--- src/rtl/chrono_pkg.sv ---
// Package: chrono_pkg
// Shared FSM state encoding, time field widths and count limits for the
// stopwatch controller and its time cascade.
package chrono_pkg;

    localparam int unsigned HOUR_W = 4;
    localparam int unsigned MIN_W  = 6;
    localparam int unsigned SEC_W  = 6;
    localparam int unsigned MS_W   = 10;

    localparam logic [HOUR_W-1:0] HOUR_MAX = 4'd9;
    localparam logic [MIN_W-1:0]  MIN_MAX  = 6'd59;
    localparam logic [SEC_W-1:0]  SEC_MAX  = 6'd59;
    localparam logic [MS_W-1:0]   MS_MAX   = 10'd999;

    typedef enum logic [1:0] {
        ST_IDLE     = 2'd0,
        ST_RUNNING  = 2'd1,
        ST_PAUSED   = 2'd2,
        ST_OVERFLOW = 2'd3
    } chrono_state_e;

    typedef struct packed {
        logic [HOUR_W-1:0] hours;
        logic [MIN_W-1:0]  minutes;
        logic [SEC_W-1:0]  seconds;
        logic [MS_W-1:0]   ms;
    } chrono_time_t;

    // True when the count shows 9:59:59.999, the last representable value.
    function automatic logic time_at_max(input chrono_time_t t);
        return (t.hours == HOUR_MAX) && (t.minutes == MIN_MAX) &&
               (t.seconds == SEC_MAX) && (t.ms == MS_MAX);
    endfunction

endpackage

--- src/rtl/chrono_time_cascade.sv ---
// Module: chrono_time_cascade
// Live H:MM:SS.mmm counter. Each tick advances one millisecond with carries
// ms -> s -> min -> h; at 9:59:59.999 ticks are ignored (no wrap).
module chrono_time_cascade
    import chrono_pkg::*;
(
    input  logic         clk,
    input  logic         rst_n,
    input  logic         tick_i,
    input  logic         clear_i,
    output chrono_time_t time_o,
    output logic         at_max_o
);

    logic [HOUR_W-1:0] hours_q, hours_d;
    logic [MIN_W-1:0]  minutes_q, minutes_d;
    logic [SEC_W-1:0]  seconds_q, seconds_d;
    logic [MS_W-1:0]   ms_q, ms_d;
    logic              at_max;

    assign time_o   = '{hours: hours_q, minutes: minutes_q, seconds: seconds_q, ms: ms_q};
    assign at_max   = time_at_max(time_o);
    assign at_max_o = at_max;

    // Next count: clear wins, otherwise a tick increments with cascaded carries.
    always_comb begin
        hours_d   = hours_q;
        minutes_d = minutes_q;
        seconds_d = seconds_q;
        ms_d      = ms_q;
        if (clear_i) begin
            hours_d   = '0;
            minutes_d = '0;
            seconds_d = '0;
            ms_d      = '0;
        end else if (tick_i && !at_max) begin
            if (ms_q == MS_MAX) begin
                ms_d = '0;
                if (seconds_q == SEC_MAX) begin
                    seconds_d = '0;
                    if (minutes_q == MIN_MAX) begin
                        minutes_d = '0;
                        hours_d   = hours_q + 1'b1;
                    end else begin
                        minutes_d = minutes_q + 1'b1;
                    end
                end else begin
                    seconds_d = seconds_q + 1'b1;
                end
            end else begin
                ms_d = ms_q + 1'b1;
            end
        end
    end

    // Count registers.
    always_ff @(posedge clk or negedge rst_n) begin
        if (!rst_n) begin
            hours_q   <= '0;
            minutes_q <= '0;
            seconds_q <= '0;
            ms_q      <= '0;
        end else begin
            hours_q   <= hours_d;
            minutes_q <= minutes_d;
            seconds_q <= seconds_d;
            ms_q      <= ms_d;
        end
    end

endmodule

--- src/rtl/chrono_controller.sv ---
// Module: chrono_controller
// Stopwatch sequencer: run/pause/overflow FSM, millisecond prescaler, live
// count (chrono_time_cascade) and a frame-coherent snapshot on the outputs.
// Define CHRONO_LAP_EN to add the lap port and the snapshot freeze flag.
module chrono_controller
    import chrono_pkg::*;
#(
    parameter int unsigned CLK_FREQ_HZ = 50_000_000,
    parameter int unsigned TICK_DIV    = CLK_FREQ_HZ / 1000
) (
    input  logic              clk,
    input  logic              rst_n,
    input  logic              start_stop,
    input  logic              clear,
    input  logic              frame_start,
`ifdef CHRONO_LAP_EN
    input  logic              lap,
`endif
    output logic [HOUR_W-1:0] hours,
    output logic [MIN_W-1:0]  minutes,
    output logic [SEC_W-1:0]  seconds,
    output logic [MS_W-1:0]   milliseconds,
    output logic              enable,
    output logic              running
);

    localparam int unsigned         PRESC_W    = (TICK_DIV > 1) ? $clog2(TICK_DIV) : 1;
    localparam logic [PRESC_W-1:0]  PRESC_LAST = PRESC_W'(TICK_DIV - 1);

    chrono_state_e      state_q, state_d;
    logic [PRESC_W-1:0] presc_q, presc_d;
    logic               tick;
    logic               casc_tick;
    logic               at_max;
    logic               snap_en;
    chrono_time_t       live_time;
    chrono_time_t       snap_q;
    logic               enable_q;
    logic               running_q;

    // Only RUNNING advances time, so a start pulse landing on the terminal
    // prescaler value cannot produce a tick in that cycle.
    assign tick      = (state_q == ST_RUNNING) && (presc_q == PRESC_LAST);
    assign casc_tick = tick && !clear;

    chrono_time_cascade u_cascade (
        .clk      (clk),
        .rst_n    (rst_n),
        .tick_i   (casc_tick),
        .clear_i  (clear),
        .time_o   (live_time),
        .at_max_o (at_max)
    );

    // FSM next state: clear has priority over start_stop from any state.
    always_comb begin
        state_d = state_q;
        if (clear) begin
            state_d = ST_IDLE;
        end else begin
            case (state_q)
                ST_IDLE:     if (start_stop) state_d = ST_RUNNING;
                ST_RUNNING: begin
                    if (start_stop)         state_d = ST_PAUSED;
                    else if (tick && at_max) state_d = ST_OVERFLOW;
                end
                ST_PAUSED:   if (start_stop) state_d = ST_RUNNING;
                ST_OVERFLOW: state_d = ST_OVERFLOW;
                default:     state_d = ST_IDLE;
            endcase
        end
    end

    // Prescaler next value: advances only while RUNNING, holds its phase in PAUSED.
    always_comb begin
        presc_d = presc_q;
        if (clear) begin
            presc_d = '0;
        end else if (state_q == ST_RUNNING) begin
            presc_d = tick ? '0 : presc_q + 1'b1;
        end
    end

    // FSM state and prescaler registers.
    always_ff @(posedge clk or negedge rst_n) begin
        if (!rst_n) begin
            state_q <= ST_IDLE;
            presc_q <= '0;
        end else begin
            state_q <= state_d;
            presc_q <= presc_d;
        end
    end

`ifdef CHRONO_LAP_EN
    logic freeze_q, freeze_d;

    // Lap freeze: toggled by lap while RUNNING; a pause or clear unfreezes.
    always_comb begin
        freeze_d = freeze_q;
        if (clear) begin
            freeze_d = 1'b0;
        end else if (state_q == ST_RUNNING) begin
            if (start_stop)  freeze_d = 1'b0;
            else if (lap)    freeze_d = ~freeze_q;
        end
    end

    // Freeze flag register.
    always_ff @(posedge clk or negedge rst_n) begin
        if (!rst_n) freeze_q <= 1'b0;
        else        freeze_q <= freeze_d;
    end

    assign snap_en = frame_start && !freeze_q;
`else
    assign snap_en = frame_start;
`endif

    // Output registers: snapshot takes the pre-tick live count on frame_start.
    always_ff @(posedge clk or negedge rst_n) begin
        if (!rst_n) begin
            snap_q    <= '0;
            enable_q  <= 1'b0;
            running_q <= 1'b0;
        end else begin
            if (snap_en)     snap_q   <= live_time;
            if (frame_start) enable_q <= 1'b1;
            running_q <= (state_d == ST_RUNNING);
        end
    end

    assign hours        = snap_q.hours;
    assign minutes      = snap_q.minutes;
    assign seconds      = snap_q.seconds;
    assign milliseconds = snap_q.ms;
    assign enable       = enable_q;
    assign running      = running_q;

endmodule

--- config.mk ---
export PLATFORM = sky130hd
export DESIGN_NAME = chrono_controller
export DESIGN_NICKNAME = d
export VERILOG_FILES = /design/src/rtl/chrono_pkg.sv /design/src/rtl/chrono_time_cascade.sv /design/src/rtl/chrono_controller.sv
export SDC_FILE = /design/constraint.sdc
export NUM_CORES = 1
export LEC_CHECK = 0
export CAP_MARGIN = 5
export CORE_MARGIN = 2
export CORE_UTILIZATION = 49
export CTS_CLUSTER_SIZE = 40
export DETAILED_ROUTE_END_ITERATION = 7
export GPL_TIMING_DRIVEN = 0
export PLACE_DENSITY_LB_ADDON = 0.05
export SLEW_MARGIN = 20
export SYNTH_ARGS = -nofsm -noshare
export SYNTH_HDL_FRONTEND = slang
export SYNTH_SLANG_ARGS = --single-unit
--- constraint.sdc ---
create_clock -name clk -period 1.9 [get_ports clk]
set_input_delay 0.19 -clock clk [delete_from_list [all_inputs] [get_ports clk]]
set_output_delay 0.19 -clock clk [all_outputs]
set_load 0.005 [all_outputs]
Word level (Yosys, flattened, before mapping)
Index checks and enable logic that the tools add are counted.
{ "classes": {"addsub": 5, "mul": 0, "div_mod_pow": 0, "order_cmp": 0, "eq_ne": 9, "shift": 0, "mux": 25, "n_bitwise": 0, "n_reduce_logical": 19} }
{ "ops": {"columns": ["operator", "count"], "rows": [
  ["6-bit two-way mux", 9],
  ["16-bit two-way mux", 3],
  ["10-bit two-way mux", 3],
  ["4-bit two-way mux", 5],
  ["16-bit by 1-bit adder with 16-bit output, second input constant", 1],
  ["16-bit == test, second input constant", 1],
  ["6-bit by 1-bit adder with 6-bit output, second input constant", 2],
  ["6-bit == test, second input constant", 2],
  ["10-bit by 1-bit adder with 10-bit output, second input constant", 1],
  ["10-bit == test, second input constant", 1],
  ["2-bit nonzero test", 5],
  ["2-bit two-way mux", 4],
  ["1-bit logical AND", 7],
  ["2-bit case mux with 3 select lines", 1],
  ["4-bit by 1-bit adder with 4-bit output, second input constant", 1],
  ["2-bit by 1-bit == test with 1-bit output, second input constant", 2],
  ["2-bit == test, second input constant", 2],
  ["4-bit == test, second input constant", 1],
  ["4-bit AND reduction", 1],
  ["3-bit AND reduction", 1],
  ["1-bit logical NOT", 2],
  ["2-bit logical NOT", 1],
  ["2-bit AND reduction", 1],
  ["2-bit OR reduction", 1]
]} }
{ "totals": {"ff_bits": 72, "latchBits": 0, "mem_bits_rw": 0, "romBits": 0, "in_bits": 5, "elab_cells": 70, "n_memories": 0} }

Logic depth before layout (Yosys ltp)
{ "depth": {"word_depth": 10, "depth_mapped": 8} }

Modules after synthesis
A second synthesis with hierarchy kept.
{ "hier_totals": {"cells_unflattened": 326, "area_unflattened_um2": 3585.9} }
{ "modules_own_cells": {"columns": ["mod", "instances", "cells_each", "area_each_um2", "seq_area_each_um2"], "rows": [
  ["chrono_controller", 1, 162, 2058.2, 1151.1],
  ["chrono_time_cascade", 1, 164, 1527.7, 650.6]
]} }

Worst setup path after synthesis
No wires, ideal clock.
{ "synth_timing": {"kind": "register -> register", "from": "reg presc_q[0]", "to": "reg u_cascade.seconds_q[5]", "t_arrival_ps": 1945, "required_time_ps": 1822, "path_slack_ps": -122, "path_stages_with_launch": 8, "path_buffers": 0, "period_less_slack_ps": 2022, "path_cell_list": "dfrtp_1 ha_1 and4_1 nand4_4 a2111oi_4 o21ai_1 or3_1 a21oi_1"} }
{ "synth_between": {"elab_chain_len": 6} }
{ "synth_rtl": {"columns": ["element", "line_no", "text"], "rows": [
  ["from (decl)", "chrono_controller.sv:31", "logic [PRESC_W-1:0] presc_q, presc_d;"],
  ["from (signal assigned)", "chrono_controller.sv:91", "presc_q <= presc_d;"],
  ["16-bit == test", "chrono_controller.sv:43", "assign tick = (state_q == ST_RUNNING) && (presc_q == PRESC_LAST);"],
  ["1-bit logical AND", "chrono_controller.sv:43", null],
  ["1-bit logical AND", "chrono_controller.sv:44", "assign casc_tick = tick && !clear;"],
  ["1-bit logical AND", "chrono_time_cascade.sv:36", "end else if (tick_i && !at_max) begin"],
  ["2-bit nonzero test (no source line)", null, null],
  ["2-bit AND reduction (no source line)", null, null],
  ["to (signal assigned)", "chrono_time_cascade.sv:66", "seconds_q <= seconds_d;"],
  ["to (decl)", "chrono_time_cascade.sv:17", "logic [SEC_W-1:0] seconds_q, seconds_d;"]
]} }
No other way between the ends.
A chain may end at the register's enable or synchronous reset.

Final worst setup path
{ "layout_timing": {"from": "reg u_cascade.ms_q[8]", "to": "reg u_cascade.hours_q[3]"} }
{ "layout_between": {"elab_chain_len": 6} }
{ "layout_rtl": {"columns": ["element", "line_no", "text"], "rows": [
  ["from (decl)", "chrono_time_cascade.sv:18", "logic [MS_W-1:0] ms_q, ms_d;"],
  ["from (signal assigned)", "chrono_time_cascade.sv:67", "ms_q <= ms_d;"],
  ["10-bit == test (*)", "chrono_pkg.sv:33, chrono_time_cascade.sv:37", null],
  ["1-bit logical AND", "chrono_pkg.sv:33", "(t.seconds == SEC_MAX) && (t.ms == MS_MAX);"],
  ["1-bit logical NOT", "chrono_time_cascade.sv:36", null],
  ["1-bit logical AND", "chrono_time_cascade.sv:36", null],
  ["2-bit nonzero test (no source line)", null, null],
  ["4-bit AND reduction (no source line) (*)", null, null],
  ["to (signal assigned)", "chrono_time_cascade.sv:64", "hours_q <= hours_d;"],
  ["to (decl)", "chrono_time_cascade.sv:15", "logic [HOUR_W-1:0] hours_q, hours_d;"]
]} }
Mark *: on every way between the ends. The rest lies on a longest branch, timed or not.

==> impl_metrics.toml <==
[sta]
fin_skew_ns = 0.0121
slew_violations = 0
slew_headroom_pct = 50.9
whs_ns = 0.320
finalHoldViolCount = 0
timing.fmax_mhz = 491
fin_crit_sh_pct = 107
worstMarginPinSlew_ns = 0.737
setup_tns_ns = -0.673
rsz0062_at_grt = "yes"
worst_slack_ns = -0.136
final.min_clock_period_ns = 2.04
setup_violations = 11

[place]
portBuffers = 31
placed_cells = 448
hpwl_um = 4940
routabilityCongestion = 0.828

[logic_synthesis]
synth_warnings = 0
ys_types = 47
async_reset_ff_share_pct = 100
synth.net_count = 331
synthCells = 320
ys_seq_area_share_pct = 51.8
synth-seq-cells = 72
syn_area_sq_um = 3480
synth_edf_count = 0
synth_area_per_cell_sq_um = 10.9
synthFlopType = "dfrtp_1"

[floorplan]
row_count = 30
core_area_sq_um = 6830
die-area_sq_um = 7790
fp.dieH_um = 88.3
io_pins = 33
dieWidth_um = 88.3
initial_core_util_pct = 50.9

[drt]
wl_um = 7580
num_vias = 2722
drt-vias-per-instance = 5.38
routed-wl-met2_um = 3640
m1WireLength_um = 3720
drc = 0
drt-wirelength-per-cell_um = 15.0
drt_iter0_drc = 106
topRoutingLayerUsed = "met4"
antenna_left = 0
wl_met3_um = 171
first_pass_iters = 4

[worst_setup_path]
crit_family = "simple AND/OR/NAND/NOR gates"
path_cells = "and4_4, nand4_4, nor4_4, buf_4, nand3_4, or3_1, a21oi_1"
crit_fanout = 5
path_buf_inv = 1
reg2reg_depth = 7
r2r_start = "u_cascade.ms_q[8]"
rrSetupSlack_ns = -0.14
worstSetupEndpointType = "register"
max_stage_delay_ns = 0.45
start_kind = "register"
critPathKind = "reg2reg"
timing.rr.end = "u_cascade.hours_q[3]"
crit_arrival_ns = 2.30
cp_slowest_cell = "dfrtp_1"
required_ns = 2.17

[power]
irDropWorstVdd_mv = 0.467
power.density_nw_per_um2 = 647
p_leak_nw = 2.05

[global_routing]
grt_max_degree = 42
grt_antenna_before_repair = 0
grt_first_pass_wirelength_um = 12300
track_usage_pct = 20.5
grt_pass1_vias = 2531
grt_overflow = 0

[clock_tree]
cts_made_buffers = 9
clk_pin_slew_ns = 0.08
clock_sinks = 72
htree_levels = 3
cts_root_buffer = "clkbuf_8"
clk_latency_ns = 0.35
cts_tree = "done"
clockBufferDepth = 2

[job]
drv_cap = 0

[cells_and_area]
drive_gt1_share_pct = 32.7
area_delta_synth_final_pct = 32.9
finalNonFillerCells = 506
fin_nets = 416
fin_util_pct = 67.7
antenna_cells = 0
fillers = 544

[worst_hold_path]
hp-class = "in2async"

[outcome]
status = "complete, but fails checks"
violations = "setup timing"
worst register-to-register path, delay by kind of cell, from the launching register on:
kind | cells | cell delay (ns)
AOI/OAI and AO/OA | 1 | 0.14
buffers and inverters | 1 | 0.19
DFF | 1 | 0.45
and+or+nand+nor | 5 | 1.19
registers in the layout, indices dropped and copies added (netlist names), 2 cells and up:
| register | flops |
|---|---|
| u_cascade.minutes_q | 6 |
| minutes | 6 |
| milliseconds | 10 |
| u_cascade.ms_q | 10 |
| u_cascade.hours_q | 4 |
| seconds | 6 |
| hours | 4 |
| u_cascade.seconds_q | 6 |
| presc_q | 16 |
| state_q | 2 |
cells by family (layout without fill, tap and decap cells):
kind of cell | after synthesis | count (layout) | share of synthesized area (%)
compound gates | 46 | 46 | 8.56
xor+xnor | 18 | 18 | 4.53
fa+ha+maj | 6 | 6 | 2.16
buf+inv | 12 | 102 | 1.55
flops | 72 | 72 | 51.8
mux | 29 | 29 | 9.28
simple gates | 137 | 137 | 22.2
area by class of cell:
class | instances | area, sq um | area share (%)
plain buffers | 8 | 40.0 | 0.866
clock buffers | 11 | 141 | 3.06
clock inverters | 5 | 56.3 | 1.22
inverters | 3 | 11.3 | 0.244
multi-input cells | 236 | 1780 | 38.5
flip-flops and latches | 72 | 1810 | 39.1
well taps | 96 | 120 | 2.60
repair buffers | 75 | 668 | 14.4
Yosys cell counts (2+ instances only):
cell	instances	share of area, %
dfrtp_1	72	52
nor2_1	37	4.0
mux2_2	26	8.4
nand2_1	23	2.5
nand3_1	18	2.6
o21ai_0	17	2.4
xor2_1	16	4.0
nand4_1	13	2.3
a21oi_1	11	1.6
clkbuf_1	7	0.76
ha_1	6	2.2
and4_1	5	1.3
o31ai_1	5	1.1
or2_2	5	0.90
and2_1	4	0.72
and3_1	4	0.72
nor2b_1	4	0.72
or3_1	4	0.72
and4b_1	3	0.86
inv_1	3	0.32
mux2i_1	3	0.86
nor4_1	3	0.54
a211oi_1	2	0.43
nand2b_1	2	0.36
nor3_1	2	0.29
nor4_4	2	1.2
o41ai_1	2	0.50
xnor2_1	2	0.50
report_power, final:
part / internal, W / total, W / switching, W
clock network: 0.000641 / 0.00121 / 0.000572
registers: 0.00155 / 0.00157 / 0.0000164
logic: 0.0000897 / 0.000209 / 0.000119
placed cells by master, fill, tap and decap left out, drive strengths merged, types with 11 or more instances in the layout:
cell            n
a21oi          11
buf            45
clkbuf         18
clkdlybuf4s50  30
dfrtp          72
mux2           26
nand2          24
nand3          19
nand4          15
nor2           37
o21ai          19
xor2           16
worst max path at each step:
stage                                 from                      to  slack (ns)  depth (start not counted)
global placement                     rst_n             presc_q[11]       -2.13                          1
detailed placement    u_cascade.hours_q[0]       u_cascade.ms_q[5]       -0.33                          7
floorplan                      presc_q[10]    u_cascade.hours_q[3]       -0.07                          7
CTS                 u_cascade.minutes_q[0]  u_cascade.seconds_q[4]       -0.16                          8
global route             u_cascade.ms_q[0]    u_cascade.hours_q[3]       -0.21                          8
finish                   u_cascade.ms_q[8]    u_cascade.hours_q[3]       -0.14                          7
through the flow:
step	area [sq um]	total power (W)	setup WS, ns
floorplan	3510	0.00168	-0.0667
global placement	3940	0.00177	-2.13
detailed placement	3960	0.00177	-0.333
CTS	4450	0.00302	-0.157
global route	4620	0.00312	-0.211
finish	4620	0.00299	-0.136
metal layers:
metal  up-vias  track usage, %
li1       1328               -
met4         0            6.06
met5         -               0
met2        43            31.2
met3         6            4.76
met1      1345            29.5
repair_timing:
item | 4_1_cts | 5_1_grt
setup buffers | 30 | 13
resized for setup | 19 | 25
endpoints found under the hold margin | 31 | 0
pin swaps | 15 | 25
hold buffers | 1 | 0
setup endpoints to repair | 43 | 35
Power figures use the tool's default switching activity.
